### config.mk
export PLATFORM = sky130hd
export DESIGN_NAME = aux_packet_scheduler_flat
export DESIGN_NICKNAME = d
export VERILOG_FILES = /design/src/rtl/aux_packet_scheduler_pkg.sv /design/src/rtl/aux_packet_scheduler_if.sv /design/src/rtl/aux_packet_scheduler_wrap_counter.sv /design/src/rtl/aux_packet_scheduler.sv /design/src/flat_wrapper.sv
export SDC_FILE = /design/constraint.sdc
export NUM_CORES = 1
export LEC_CHECK = 0
export ABC_AREA = 1
export CAP_MARGIN = 10
export CORE_ASPECT_RATIO = 1.2
export CORE_MARGIN = 2
export CORE_UTILIZATION = 40
export DETAILED_ROUTE_END_ITERATION = 12
export DONT_BUFFER_PORTS = 1
export SLEW_MARGIN = 20
export SYNTH_ARGS = -nofsm -noshare
export SYNTH_HDL_FRONTEND = slang
export SYNTH_SLANG_ARGS = --single-unit
### constraint.sdc
create_clock -name clk -period 8.2 [get_ports clk]
set_clock_uncertainty 0.05 [all_clocks]
set_input_delay 1.23 -clock clk [delete_from_list [all_inputs] [get_ports clk]]
set_output_delay 1.23 -clock clk [all_outputs]
set_load 0.03 [all_outputs]
### src/rtl/aux_packet_scheduler_pkg.sv
// Shared types and constants for the aux packet scheduler.
//   sched_state_t : FSM state encoding (also exported on the debug state port)
//   sched_cfg_t   : run configuration captured when a run starts
//   at_least_one  : maps a zero count to 1 for fields where 0 means "minimum"
package aux_sched_pkg;

  typedef enum logic [2:0] {
    ST_IDLE = 3'd0,
    ST_SEND = 3'd1,
    ST_IFG  = 3'd2,
    ST_BGAP = 3'd3,
    ST_DONE = 3'd4
  } sched_state_t;

  localparam logic [7:0] FILL_BYTE_DEF = 8'h12;

  // aux[7:0] sits this many bytes after aux[15:8] within a frame
  localparam int AUX_LO_OFFSET = 5;

  typedef struct packed {
    logic [15:0] seg_max;
    logic [15:0] ppb;
    logic [15:0] nb;
    logic [15:0] ifg;
    logic [15:0] gap;
  } sched_cfg_t;

  function automatic logic [15:0] at_least_one(input logic [15:0] v);
    return (v == 16'd0) ? 16'd1 : v;
  endfunction

endpackage

### src/rtl/aux_packet_scheduler_if.sv
// Control, configuration and byte-stream bundle of the aux packet scheduler.
//   master : the scheduler (consumes control/config, drives stream + status)
//   slave  : the controlling side / stream consumer
interface aux_packet_scheduler_if;
  logic        start;
  logic        abort;
  logic        inject_skip;
  logic [15:0] segment_number_max;
  logic [15:0] packets_per_burst;
  logic [15:0] num_bursts;
  logic [15:0] ifg;
  logic [15:0] burst_gap;

  logic        tx_en;
  logic [7:0]  tx_data;
  logic [15:0] seg;
  logic [15:0] aux;
  logic [31:0] pkt_count;
  logic        busy;
  logic        done;
  logic [2:0]  state;

  modport master (
    input  start, abort, inject_skip, segment_number_max, packets_per_burst,
           num_bursts, ifg, burst_gap,
    output tx_en, tx_data, seg, aux, pkt_count, busy, done, state
  );

  modport slave (
    output start, abort, inject_skip, segment_number_max, packets_per_burst,
           num_bursts, ifg, burst_gap,
    input  tx_en, tx_data, seg, aux, pkt_count, busy, done, state
  );
endinterface

### src/rtl/aux_packet_scheduler_wrap_counter.sv
// 16-bit counter that advances by 1 or 2 and wraps at a runtime modulus.
//   clk, rst : clock, async active-high reset (count -> 0)
//   en       : advance this cycle
//   modulus  : wrap point; values <= 1 pin the count at 0
//   step     : 1 or 2
//   count    : registered value
module wrap_counter (
  input  logic        clk,
  input  logic        rst,
  input  logic        en,
  input  logic [15:0] modulus,
  input  logic [1:0]  step,
  output logic [15:0] count
);
  logic [16:0] sum;
  logic [15:0] count_d;

  // Only an exact hit on the modulus wraps, so a count left above a newly
  // smaller modulus keeps climbing instead of jumping to a remainder.
  always_comb begin
    sum     = {1'b0, count} + {15'd0, step};
    count_d = sum[15:0];
    if (modulus <= 16'd1) begin
      count_d = 16'd0;
    end else if (sum == {1'b0, modulus}) begin
      count_d = 16'd0;
    end else if (step == 2'd2 && sum == ({1'b0, modulus} + 17'd1)) begin
      count_d = 16'd1;
    end
  end

  always_ff @(posedge clk or posedge rst) begin
    if (rst) begin
      count <= 16'd0;
    end else if (en) begin
      count <= count_d;
    end
  end
endmodule

### src/rtl/aux_packet_scheduler.sv
// Frame/burst sequencer feeding the byte-stream error-detection datapath.
//   clk, rst     : clock, async active-high reset
//   bus (master) : start/abort/inject_skip + run config in;
//                  tx_en/tx_data stream, seg/aux/pkt_count, busy/done/state out
//
// state | meaning
// IDLE  | waiting for start, config not yet captured
// SEND  | one frame byte per cycle, PACKETSIZE cycles
// IFG   | idle gap between frames of a burst
// BGAP  | idle gap after the last frame of a burst
// DONE  | one-cycle done pulse, then IDLE
module aux_packet_scheduler
  import aux_sched_pkg::*;
#(
  parameter int         PACKETSIZE  = 33,
  parameter int         WHEREIS_AUX = 0,
  parameter int         MAXAUX      = 16,
  parameter logic [7:0] FILL_BYTE   = FILL_BYTE_DEF
) (
  input logic                    clk,
  input logic                    rst,
  aux_packet_scheduler_if.master bus
);
  localparam logic [15:0] LAST_IDX   = 16'(PACKETSIZE - 1);
  localparam logic [15:0] AUX_HI_IDX = 16'(WHEREIS_AUX);
  localparam logic [15:0] AUX_LO_IDX = 16'(WHEREIS_AUX + AUX_LO_OFFSET);
  localparam logic [15:0] AUX_MOD    = 16'(MAXAUX + 1);

  sched_state_t state_q, state_d;
  sched_cfg_t   cfg_q;
  logic [15:0]  byte_idx_q, byte_idx_d;
  logic [15:0]  wait_q;
  logic [15:0]  in_burst_q, burst_cnt_q;
  logic [31:0]  pkt_count_q;
  logic         skip_pend_q;
  logic [15:0]  aux_q, seg_q;

  logic         tx_en_q, tx_en_d;
  logic [7:0]   tx_data_q, tx_data_d;
  logic         done_q, done_d;
  logic         busy_q, busy_d;

  logic         last_byte, burst_full, run_complete, frame_end;
  logic [1:0]   aux_step;

  assign last_byte    = (state_q == ST_SEND) && (byte_idx_q == LAST_IDX);
  assign burst_full   = ({1'b0, in_burst_q} + 17'd1) >= {1'b0, cfg_q.ppb};
  assign run_complete = (cfg_q.nb != 16'd0) && (burst_cnt_q == cfg_q.nb);
  // An abort on the last byte truncates the frame, so nothing advances.
  assign frame_end    = last_byte && !bus.abort;
  // A pulse coinciding with the last byte is consumed by that same increment.
  assign aux_step     = (skip_pend_q || bus.inject_skip) ? 2'd2 : 2'd1;

  always_ff @(posedge clk or posedge rst) begin
    if (rst) begin
      state_q <= ST_IDLE;
    end else begin
      state_q <= state_d;
    end
  end

  always_comb begin
    state_d = state_q;
    if (state_q != ST_IDLE && bus.abort) begin
      state_d = ST_IDLE;
    end else begin
      case (state_q)
        ST_IDLE: if (bus.start) state_d = ST_SEND;
        ST_SEND: if (last_byte) state_d = burst_full ? ST_BGAP : ST_IFG;
        ST_IFG:  if (wait_q == 16'd0) state_d = ST_SEND;
        ST_BGAP: if (wait_q == 16'd0) state_d = run_complete ? ST_DONE : ST_SEND;
        ST_DONE: state_d = ST_IDLE;
        default: state_d = ST_IDLE;
      endcase
    end
  end

  // Outputs are registered, so their next values are decoded from state_d.
  // aux_q is already settled whenever SEND is entered (the increment happens
  // on the way out of SEND and SEND is never re-entered directly).
  always_comb begin
    tx_en_d    = (state_d == ST_SEND);
    busy_d     = (state_d != ST_IDLE);
    done_d     = (state_d == ST_DONE);
    byte_idx_d = (state_q == ST_SEND && state_d == ST_SEND) ? byte_idx_q + 16'd1 : 16'd0;
    tx_data_d  = 8'h00;
    if (tx_en_d) begin
      if (byte_idx_d == AUX_HI_IDX) begin
        tx_data_d = aux_q[15:8];
      end else if (byte_idx_d == AUX_LO_IDX) begin
        tx_data_d = aux_q[7:0];
      end else begin
        tx_data_d = FILL_BYTE;
      end
    end
  end

  always_ff @(posedge clk or posedge rst) begin
    if (rst) begin
      tx_en_q     <= 1'b0;
      tx_data_q   <= 8'h00;
      done_q      <= 1'b0;
      busy_q      <= 1'b0;
      byte_idx_q  <= 16'd0;
      wait_q      <= 16'd0;
      in_burst_q  <= 16'd0;
      burst_cnt_q <= 16'd0;
      pkt_count_q <= 32'd0;
      skip_pend_q <= 1'b0;
      cfg_q       <= '0;
    end else begin
      tx_en_q    <= tx_en_d;
      tx_data_q  <= tx_data_d;
      done_q     <= done_d;
      busy_q     <= busy_d;
      byte_idx_q <= byte_idx_d;

      if (state_q == ST_IDLE && bus.start) begin
        cfg_q.seg_max <= bus.segment_number_max;
        cfg_q.ppb     <= at_least_one(bus.packets_per_burst);
        cfg_q.nb      <= bus.num_bursts;
        cfg_q.ifg     <= at_least_one(bus.ifg);
        cfg_q.gap     <= at_least_one(bus.burst_gap);
        in_burst_q    <= 16'd0;
        burst_cnt_q   <= 16'd0;
      end

      if (frame_end) begin
        pkt_count_q <= pkt_count_q + 32'd1;
        if (burst_full) begin
          in_burst_q  <= 16'd0;
          burst_cnt_q <= burst_cnt_q + 16'd1;
        end else begin
          in_burst_q  <= in_burst_q + 16'd1;
        end
      end

      // Gap timer loads length-1 on entry and leaves when it reaches zero.
      if (state_d == ST_IFG && state_q != ST_IFG) begin
        wait_q <= cfg_q.ifg - 16'd1;
      end else if (state_d == ST_BGAP && state_q != ST_BGAP) begin
        wait_q <= cfg_q.gap - 16'd1;
      end else if ((state_q == ST_IFG || state_q == ST_BGAP) && wait_q != 16'd0) begin
        wait_q <= wait_q - 16'd1;
      end

      if (frame_end) begin
        skip_pend_q <= 1'b0;
      end else if (bus.inject_skip) begin
        skip_pend_q <= 1'b1;
      end
    end
  end

  wrap_counter u_aux_cnt (
    .clk     (clk),
    .rst     (rst),
    .en      (frame_end),
    .modulus (AUX_MOD),
    .step    (aux_step),
    .count   (aux_q)
  );

  wrap_counter u_seg_cnt (
    .clk     (clk),
    .rst     (rst),
    .en      (frame_end),
    .modulus (cfg_q.seg_max),
    .step    (2'd1),
    .count   (seg_q)
  );

  assign bus.tx_en     = tx_en_q;
  assign bus.tx_data   = tx_data_q;
  assign bus.seg       = seg_q;
  assign bus.aux       = aux_q;
  assign bus.pkt_count = pkt_count_q;
  assign bus.busy      = busy_q;
  assign bus.done      = done_q;
  assign bus.state     = state_q;
endmodule
### src/flat_wrapper.sv
// flat-port wrapper written by rule: the top's interface ports become plain ports
module aux_packet_scheduler_flat import aux_sched_pkg::*;
#(
  parameter int         PACKETSIZE  = 33,
  parameter int         WHEREIS_AUX = 0,
  parameter int         MAXAUX      = 16,
  parameter logic [7:0] FILL_BYTE   = FILL_BYTE_DEF
)
  (clk, rst, bus_start, bus_abort, bus_inject_skip, bus_segment_number_max, bus_packets_per_burst, bus_num_bursts, bus_ifg, bus_burst_gap, bus_tx_en, bus_tx_data, bus_seg, bus_aux, bus_pkt_count, bus_busy, bus_done, bus_state);
  aux_packet_scheduler_if bus_i ();
  input logic clk;
  input logic rst;
  input wire logic [$bits(bus_i.start)-1:0] bus_start;
  input wire logic [$bits(bus_i.abort)-1:0] bus_abort;
  input wire logic [$bits(bus_i.inject_skip)-1:0] bus_inject_skip;
  input wire logic [$bits(bus_i.segment_number_max)-1:0] bus_segment_number_max;
  input wire logic [$bits(bus_i.packets_per_burst)-1:0] bus_packets_per_burst;
  input wire logic [$bits(bus_i.num_bursts)-1:0] bus_num_bursts;
  input wire logic [$bits(bus_i.ifg)-1:0] bus_ifg;
  input wire logic [$bits(bus_i.burst_gap)-1:0] bus_burst_gap;
  output wire logic [$bits(bus_i.tx_en)-1:0] bus_tx_en;
  output wire logic [$bits(bus_i.tx_data)-1:0] bus_tx_data;
  output wire logic [$bits(bus_i.seg)-1:0] bus_seg;
  output wire logic [$bits(bus_i.aux)-1:0] bus_aux;
  output wire logic [$bits(bus_i.pkt_count)-1:0] bus_pkt_count;
  output wire logic [$bits(bus_i.busy)-1:0] bus_busy;
  output wire logic [$bits(bus_i.done)-1:0] bus_done;
  output wire logic [$bits(bus_i.state)-1:0] bus_state;
  assign bus_i.start = bus_start;
  assign bus_i.abort = bus_abort;
  assign bus_i.inject_skip = bus_inject_skip;
  assign bus_i.segment_number_max = bus_segment_number_max;
  assign bus_i.packets_per_burst = bus_packets_per_burst;
  assign bus_i.num_bursts = bus_num_bursts;
  assign bus_i.ifg = bus_ifg;
  assign bus_i.burst_gap = bus_burst_gap;
  assign bus_tx_en = bus_i.tx_en;
  assign bus_tx_data = bus_i.tx_data;
  assign bus_seg = bus_i.seg;
  assign bus_aux = bus_i.aux;
  assign bus_pkt_count = bus_i.pkt_count;
  assign bus_busy = bus_i.busy;
  assign bus_done = bus_i.done;
  assign bus_state = bus_i.state;
  aux_packet_scheduler #(.PACKETSIZE(PACKETSIZE), .WHEREIS_AUX(WHEREIS_AUX), .MAXAUX(MAXAUX), .FILL_BYTE(FILL_BYTE)) u_core (.clk(clk), .rst(rst), .bus(bus_i));
endmodule
## Word level (Yosys, flattened, before mapping)

Index checks and enable logic that the tools add are counted.

- Bits in registers: 223
- Input bits: 85
- Logic and storage cells: 103

- Add/subtract/negate cells: 10
- Order comparisons: 2
- Equality and inequality tests: 16
- Muxes and demuxes: 31
- Reductions and logical operators: 26

Operators with widths:

| cell | count |
|---|---|
| 16-bit two-way mux | 17 |
| 16-bit logical NOT | 5 |
| 16-bit by 1-bit adder with 16-bit output (second input constant) | 3 |
| 16-bit by 1-bit subtractor with 16-bit output (second input constant) | 3 |
| 16-bit by 1-bit adder with 17-bit output (second input constant) | 2 |
| 17-bit by 5-bit == test with 1-bit output (second input constant) | 2 |
| 32-bit by 1-bit adder with 32-bit output (second input constant) | 1 |
| 16-bit nonzero test | 2 |
| 8-bit two-way mux | 3 |
| 3-bit two-way mux | 6 |
| 16-bit by 2-bit adder with 17-bit output | 1 |
| 17-bit by 16-bit == test with 1-bit output | 1 |
| 17-bit by 16-bit greater-or-equal comparator with 1-bit output | 1 |
| 16-bit == test | 1 |
| 16-bit by 3-bit == test with 1-bit output (second input constant) | 1 |
| 16-bit by 6-bit == test with 1-bit output (second input constant) | 1 |
| 16-bit by 1-bit <= comparator with 1-bit output (second input constant) | 1 |
| 3-bit by 2-bit == test with 1-bit output (second input constant) | 4 |
| 3-bit case mux with 4 select lines | 1 |
| 1-bit logical AND | 10 |
| 3-bit nonzero test | 3 |
| 3-bit by 1-bit == test with 1-bit output (second input constant) | 2 |
| 3-bit by 2-bit != test with 1-bit output (second input constant) | 2 |
| 2-bit nonzero test | 2 |
| other kinds (7) | 10 |

## Logic depth before layout (Yosys ltp)

- Depth after elaboration: 13
- Depth in mapped cells: 36
- Mapped depth without buffers: 35

## Modules after synthesis

A second synthesis with hierarchy kept.

- Cells, all modules: 2,170
- Area total of the unflattened synthesis: 15,184.6 um2

By module, submodules not included:

| module | instances | cells an instance | area an instance (um2) | seq. area each (um2) |
|---|---|---|---|---|
| aux_packet_scheduler | 1 | 1,316 | 10,187.3 | 4,779.6 |
| wrap_counter | 2 | 427 | 2,498.6 | 400.4 |

## Worst setup path before layout

Ideal clock, no wire load.

- Path type: register to register
- Start: reg u_core.in_burst_q[0]
- End: reg u_core.wait_q[14]
- Arrival time: 3.686 ns
- Data required time: 8.033 ns
- Path slack: 4.347 ns
- Stages on the path, launching flop included: 30
- Buffers on the path: 0
- Period minus slack after synthesis: 3.853 ns
- Cells stage by stage: dfrtp_1 -> ha_1 -> nand2_1 -> nor2_1 -> inv_1 -> nor2_1 -> nand2_1 -> nor2_1 -> nand3_1 -> nor3_1 -> xor2_1 -> ha_1 -> a21oi_1 -> nor2_1 -> nor2_1 -> nand3_1 -> nor2_1 -> nand2_1 -> nor2_4 -> inv_2 -> or2_0 -> nand2_2 -> ha_1 -> nand3_1 -> nor2_2 -> nand3_1 -> nand2_1 -> nand2_1 -> nand2_1 -> nand2_1

- Word-level cells in the longest chain between the ends: 10
- Elaborated cells between the ends (all ways): 13
- Classes of those cells: add/sub: 1; order compare: 1; eq/ne: 2; mux: 6; reduce/logical: 3

RTL lines:

| element | line | text |
|---|---|---|
| start: declaration | aux_packet_scheduler.sv:33 | `logic [15:0] in_burst_q, burst_cnt_q;` |
| start signal: assignment | aux_packet_scheduler.sv:134 | `in_burst_q <= in_burst_q + 16'd1;` |
| 16-bit by 1-bit adder with 17-bit output * | aux_packet_scheduler.sv:47 | `assign burst_full = ({1'b0, in_burst_q} + 17'd1) >= {1'b0, cfg_q.ppb};` |
| 17-bit by 16-bit greater-or-equal comparator with 1-bit output * | aux_packet_scheduler.sv:47 |  |
| 1-bit two-way mux * | aux_packet_scheduler.sv:69 | `ST_SEND: if (last_byte) state_d = burst_full ? ST_BGAP : ST_IFG;` |
| 3-bit two-way mux * | aux_packet_scheduler.sv:69 |  |
| 3-bit case mux with 4 select lines * | aux_packet_scheduler.sv:67 | `case (state_q)` |
| 3-bit two-way mux * | aux_packet_scheduler.sv:64 | `if (state_q != ST_IDLE && bus.abort) begin` |
| 3-bit by 2-bit == test with 1-bit output | aux_packet_scheduler.sv:141 | `end else if (state_d == ST_BGAP && state_q != ST_BGAP) begin` |
| 1-bit logical AND | aux_packet_scheduler.sv:141 |  |
| 16-bit two-way mux | aux_packet_scheduler.sv:141 |  |
| 16-bit two-way mux | aux_packet_scheduler.sv:139 | `if (state_d == ST_IFG && state_q != ST_IFG) begin` |
| end signal: assignment | aux_packet_scheduler.sv:140 | `wait_q <= cfg_q.ifg - 16'd1;` |
| end signal: assignment | aux_packet_scheduler.sv:142 | `wait_q <= cfg_q.gap - 16'd1;` |
| end signal: assignment | aux_packet_scheduler.sv:144 | `wait_q <= wait_q - 16'd1;` |
| end: declaration | aux_packet_scheduler.sv:32 | `logic [15:0] wait_q;` |

Every way passes the cells marked *; elsewhere a longest branch is shown, timed or not.
A chain may end at the register's enable or synchronous reset.

## Worst setup path after layout

Ends and elaborated chain as after synthesis.

==> results.sh <==
export IMPL_clkSlewWorstSetupHoldPaths_ns=0.06
export IMPL_setup_tns_ns=0
export IMPL_leakage_nw=6.76
export IMPL_endpoint_kind="flop"
export IMPL_mostFrequentLayoutCell="nand2_1"
export IMPL_min_to="u_core.cfg_q[1]"
export IMPL_setup_viol=0
export IMPL_finalWirelength_microns=33100
export IMPL_critical_path_peak_fanout=36
export IMPL_cp_start_kind="flop"
export IMPL_grt_remaining_overflow=0
export IMPL_synth_seq_area_share=0.444
export IMPL_synth_seq_cells=223
export IMPL_syn_num_nets=1759
export IMPL_viasPerCell=5.14
export IMPL_first_pass_iters=5
export IMPL_fill_cells=3122
export IMPL_async_flop_share=1.00
export IMPL_report_final_slew_viol_count=0
export IMPL_nets=1750
export IMPL_cts_buffer_depth=3
export IMPL_rsz0062_at_grt="no"
export IMPL_place_port_buffers=0
export IMPL_gp_congestion=0.883
export IMPL_period_needed_ns=5.31
export IMPL_ios=163
export IMPL_antenna_found_initial=0
export IMPL_fmax_mhz=188
export IMPL_min_path_cells=2
export IMPL_final_hold_viol_count=0
export IMPL_rr_worst_depth=29
export IMPL_drtIter0Drc=699
export IMPL_routedWlPerCell_microns=16.1
export IMPL_worstPathRequired_ns=8.56
export IMPL_syn_to_final_growth_pct=9.83
export IMPL_synth_cell_types=54
export IMPL_worst_pin_slew_ns=0.977
export IMPL_rows=71
export IMPL_power_density_mw_per_mm2=254
export IMPL_outcome="completed"
export IMPL_hp_start="u_core.cfg_q[1]"
export IMPL_post_cts_resized=0
export IMPL_cts_root_buffer="clkbuf_16"
export IMPL_grt_max_degree=104
export IMPL_clock_sinks=223
export IMPL_fin_crit_sh=0.648
export IMPL_hold_path_class="reg2reg"
export IMPL_cpPeakStageDelay_ns=0.55
export IMPL_cts_setup_buffers=0
export IMPL_cp_arrival_ns=5.67
export IMPL_final_util=0.443
export IMPL_cts_max_level=1
export IMPL_maxSlewHeadroom=0.342
export IMPL_regToRegSetupSlack_ns=2.89
export IMPL_synthesis_area_sq_mm=0.0126
export IMPL_cts_inserted_buffers=26
export IMPL_multi_input_area_sq_mm=0.00603
export IMPL_fp_dieArea_sq_mm=0.0329
export IMPL_initial_utilization=0.403
export IMPL_worstSetupStartpoint="u_core.in_burst_q[0]"
export IMPL_clk_latency_ns=0.53
export IMPL_grt_pass1_vias=10200
export IMPL_slowest_stage="nor2_4"
export IMPL_synth_edff_count=0
export IMPL_regToRegEndpoint="u_core.wait_q[14]"
export IMPL_ys_warn_count=0
export IMPL_crit_top_cell="nand2_1"
export IMPL_dp_hpwl_microns=24500
export IMPL_avgSynthCellArea_sq_um=7.63
export IMPL_grt_use_total=0.199
export IMPL_synth_top_flop_cell="dfrtp_1"
export IMPL_drv_cap=0
export IMPL_n_antenna_cell=0
export IMPL_hold_buffers=0
export IMPL_drc_errors=0
export IMPL_layout_drive_gt1_share=0.0669
export IMPL_vias=10600
export IMPL_grt_pass1_wl_microns=53600
export IMPL_coreArea_sq_mm=0.0312
export IMPL_ant_nets=0
export IMPL_die_h_microns=198
export IMPL_syn_instance_count=1648
export IMPL_path_class="reg2reg"
export IMPL_seq_area_sq_mm=0.00558
export IMPL_ir_drop_uv=211
export IMPL_final_cell_mix="498 x nand2_1, 223 x dfrtp_1, 193 x inv_1"
export IMPL_reg2reg_from="u_core.in_burst_q[0]"
export IMPL_die_w_microns=166
export IMPL_cts_tree="built"
stage by stage:
| step | power (mW) | hold WS (ns) | area [sq um] | setup slack (ns) | std cells |
|---|---|---|---|---|---|
| final | 3.51 | 0.435 | 13800 | 2.89 | 2060 |
| after global routing | 3.74 | 0.466 | 13800 | 2.28 | 2060 |
| after CTS | 3.55 | 0.436 | 13800 | 2.94 | 2060 |
| after detailed placement | 2.34 | 0.419 | 12900 | 2.96 | 2012 |
| after global placement | 2.31 | 0.418 | 12900 | 3.08 | 2012 |
| after floorplan | 2.12 | 0.392 | 12600 | 0.814 | 1648 |
synthesized netlist by cell type (2+ instances only):
library cell | count | area share
nor4_1 | 23 | 0.011
a21oi_1 | 17 | 0.0068
nand2_4 | 6 | 0.0054
o21bai_1 | 2 | 0.0012
ha_1 | 25 | 0.025
nand2_2 | 5 | 0.0025
nor2_1 | 139 | 0.041
dfrtp_1 | 223 | 0.44
nand2_1 | 498 | 0.15
nand4_1 | 32 | 0.016
buf_1 | 5 | 0.0015
o21ai_1 | 3 | 0.0012
a21boi_0 | 2 | 0.0012
nor2_8 | 2 | 0.0032
inv_2 | 9 | 0.0027
nand3b_1 | 12 | 0.0072
a22o_1 | 5 | 0.0035
nor2_2 | 15 | 0.0075
nor3_2 | 2 | 0.0016
a31oi_1 | 3 | 0.0015
a21oi_2 | 2 | 0.0014
nand3_2 | 3 | 0.0024
nor2_4 | 9 | 0.0081
o21ai_0 | 109 | 0.043
buf_6 | 3 | 0.0027
o22ai_1 | 11 | 0.0055
buf_4 | 4 | 0.0024
inv_1 | 195 | 0.058
nand3_1 | 128 | 0.051
nor3_1 | 24 | 0.0095
clkbuf_1 | 22 | 0.0066
buf_2 | 7 | 0.0028
xor2_1 | 57 | 0.040
a2bb2oi_1 | 5 | 0.0035
xnor2_1 | 22 | 0.015
layout make-up:
type	instances	share of cell area
Clock inverter	13	0.0111
Sequential cell	223	0.404
Clock buffer	35	0.0533
Tap cell	401	0.0363
Multi-Input combinational cell	1178	0.436
Inverter	206	0.0569
Timing Repair Buffer	4	0.00217
critical path: cells and delay by family (launching register included):
family / cells / cell delay [ns]
fa+ha+maj: 3 / 0.73
simple gates: 22 / 3.05
buf+inv: 2 / 0.55
compound gates: 1 / 0.16
xor+xnor: 1 / 0.21
flops: 1 / 0.41
registers in the layout, indices dropped and copies added (netlist names), 3 cells and up:
signal and flops:
u_core.byte_idx_q 16, u_core.bus.tx_data 8, u_core.bus.pkt_count 32, u_core.in_burst_q 16, u_core.wait_q 16, u_core.cfg_q 80, u_core.burst_cnt_q 16, u_core.u_seg_cnt.count 16
u_core.u_aux_cnt.count 16, u_core.bus.state 3
metal layers:
layer | vias to the layer above | global-route usage | routed length, microns
met4 | 0 | 0.0393 | 482
met2 | 255 | 0.352 | 16300
met1 | 5036 | 0.257 | 14400
li1 | 5257 | - | -
met5 | - | 0 | 0
met3 | 35 | 0.0378 | 1930
power breakdown:
part / total, mW / switching (mW) / leakage [nW] / internal (mW)
Clock: 1.20 / 0.477 / 0.427 / 0.725
Combinational: 0.805 / 0.549 / 3.48 / 0.256
Sequential: 1.51 / 0.180 / 2.86 / 1.33
Total: 3.51 / 1.21 / 6.76 / 2.31
how the worst max path moves through the flow:
stage                                 end  slack, ns  cells after the start
finish                  u_core.wait_q[14]       2.89                     29
global route            u_core.wait_q[14]       2.28                     32
CTS                     u_core.wait_q[14]       2.94                     29
detailed placement      u_core.wait_q[14]       2.96                     32
global placement        u_core.wait_q[12]       3.08                     32
floorplan           u_core.burst_cnt_q[0]       0.81                      1
kinds of logic after synthesis:
kind of cell	after synthesis	share of synthesized area
compound gates	167	0.0751
xor+xnor	79	0.0550
fa+ha+maj	26	0.0265
buf+inv	247	0.0776
flops	223	0.444
mux	2	0.00169
simple gates	904	0.321
Note: power is estimated with default switching activity, not from simulation.
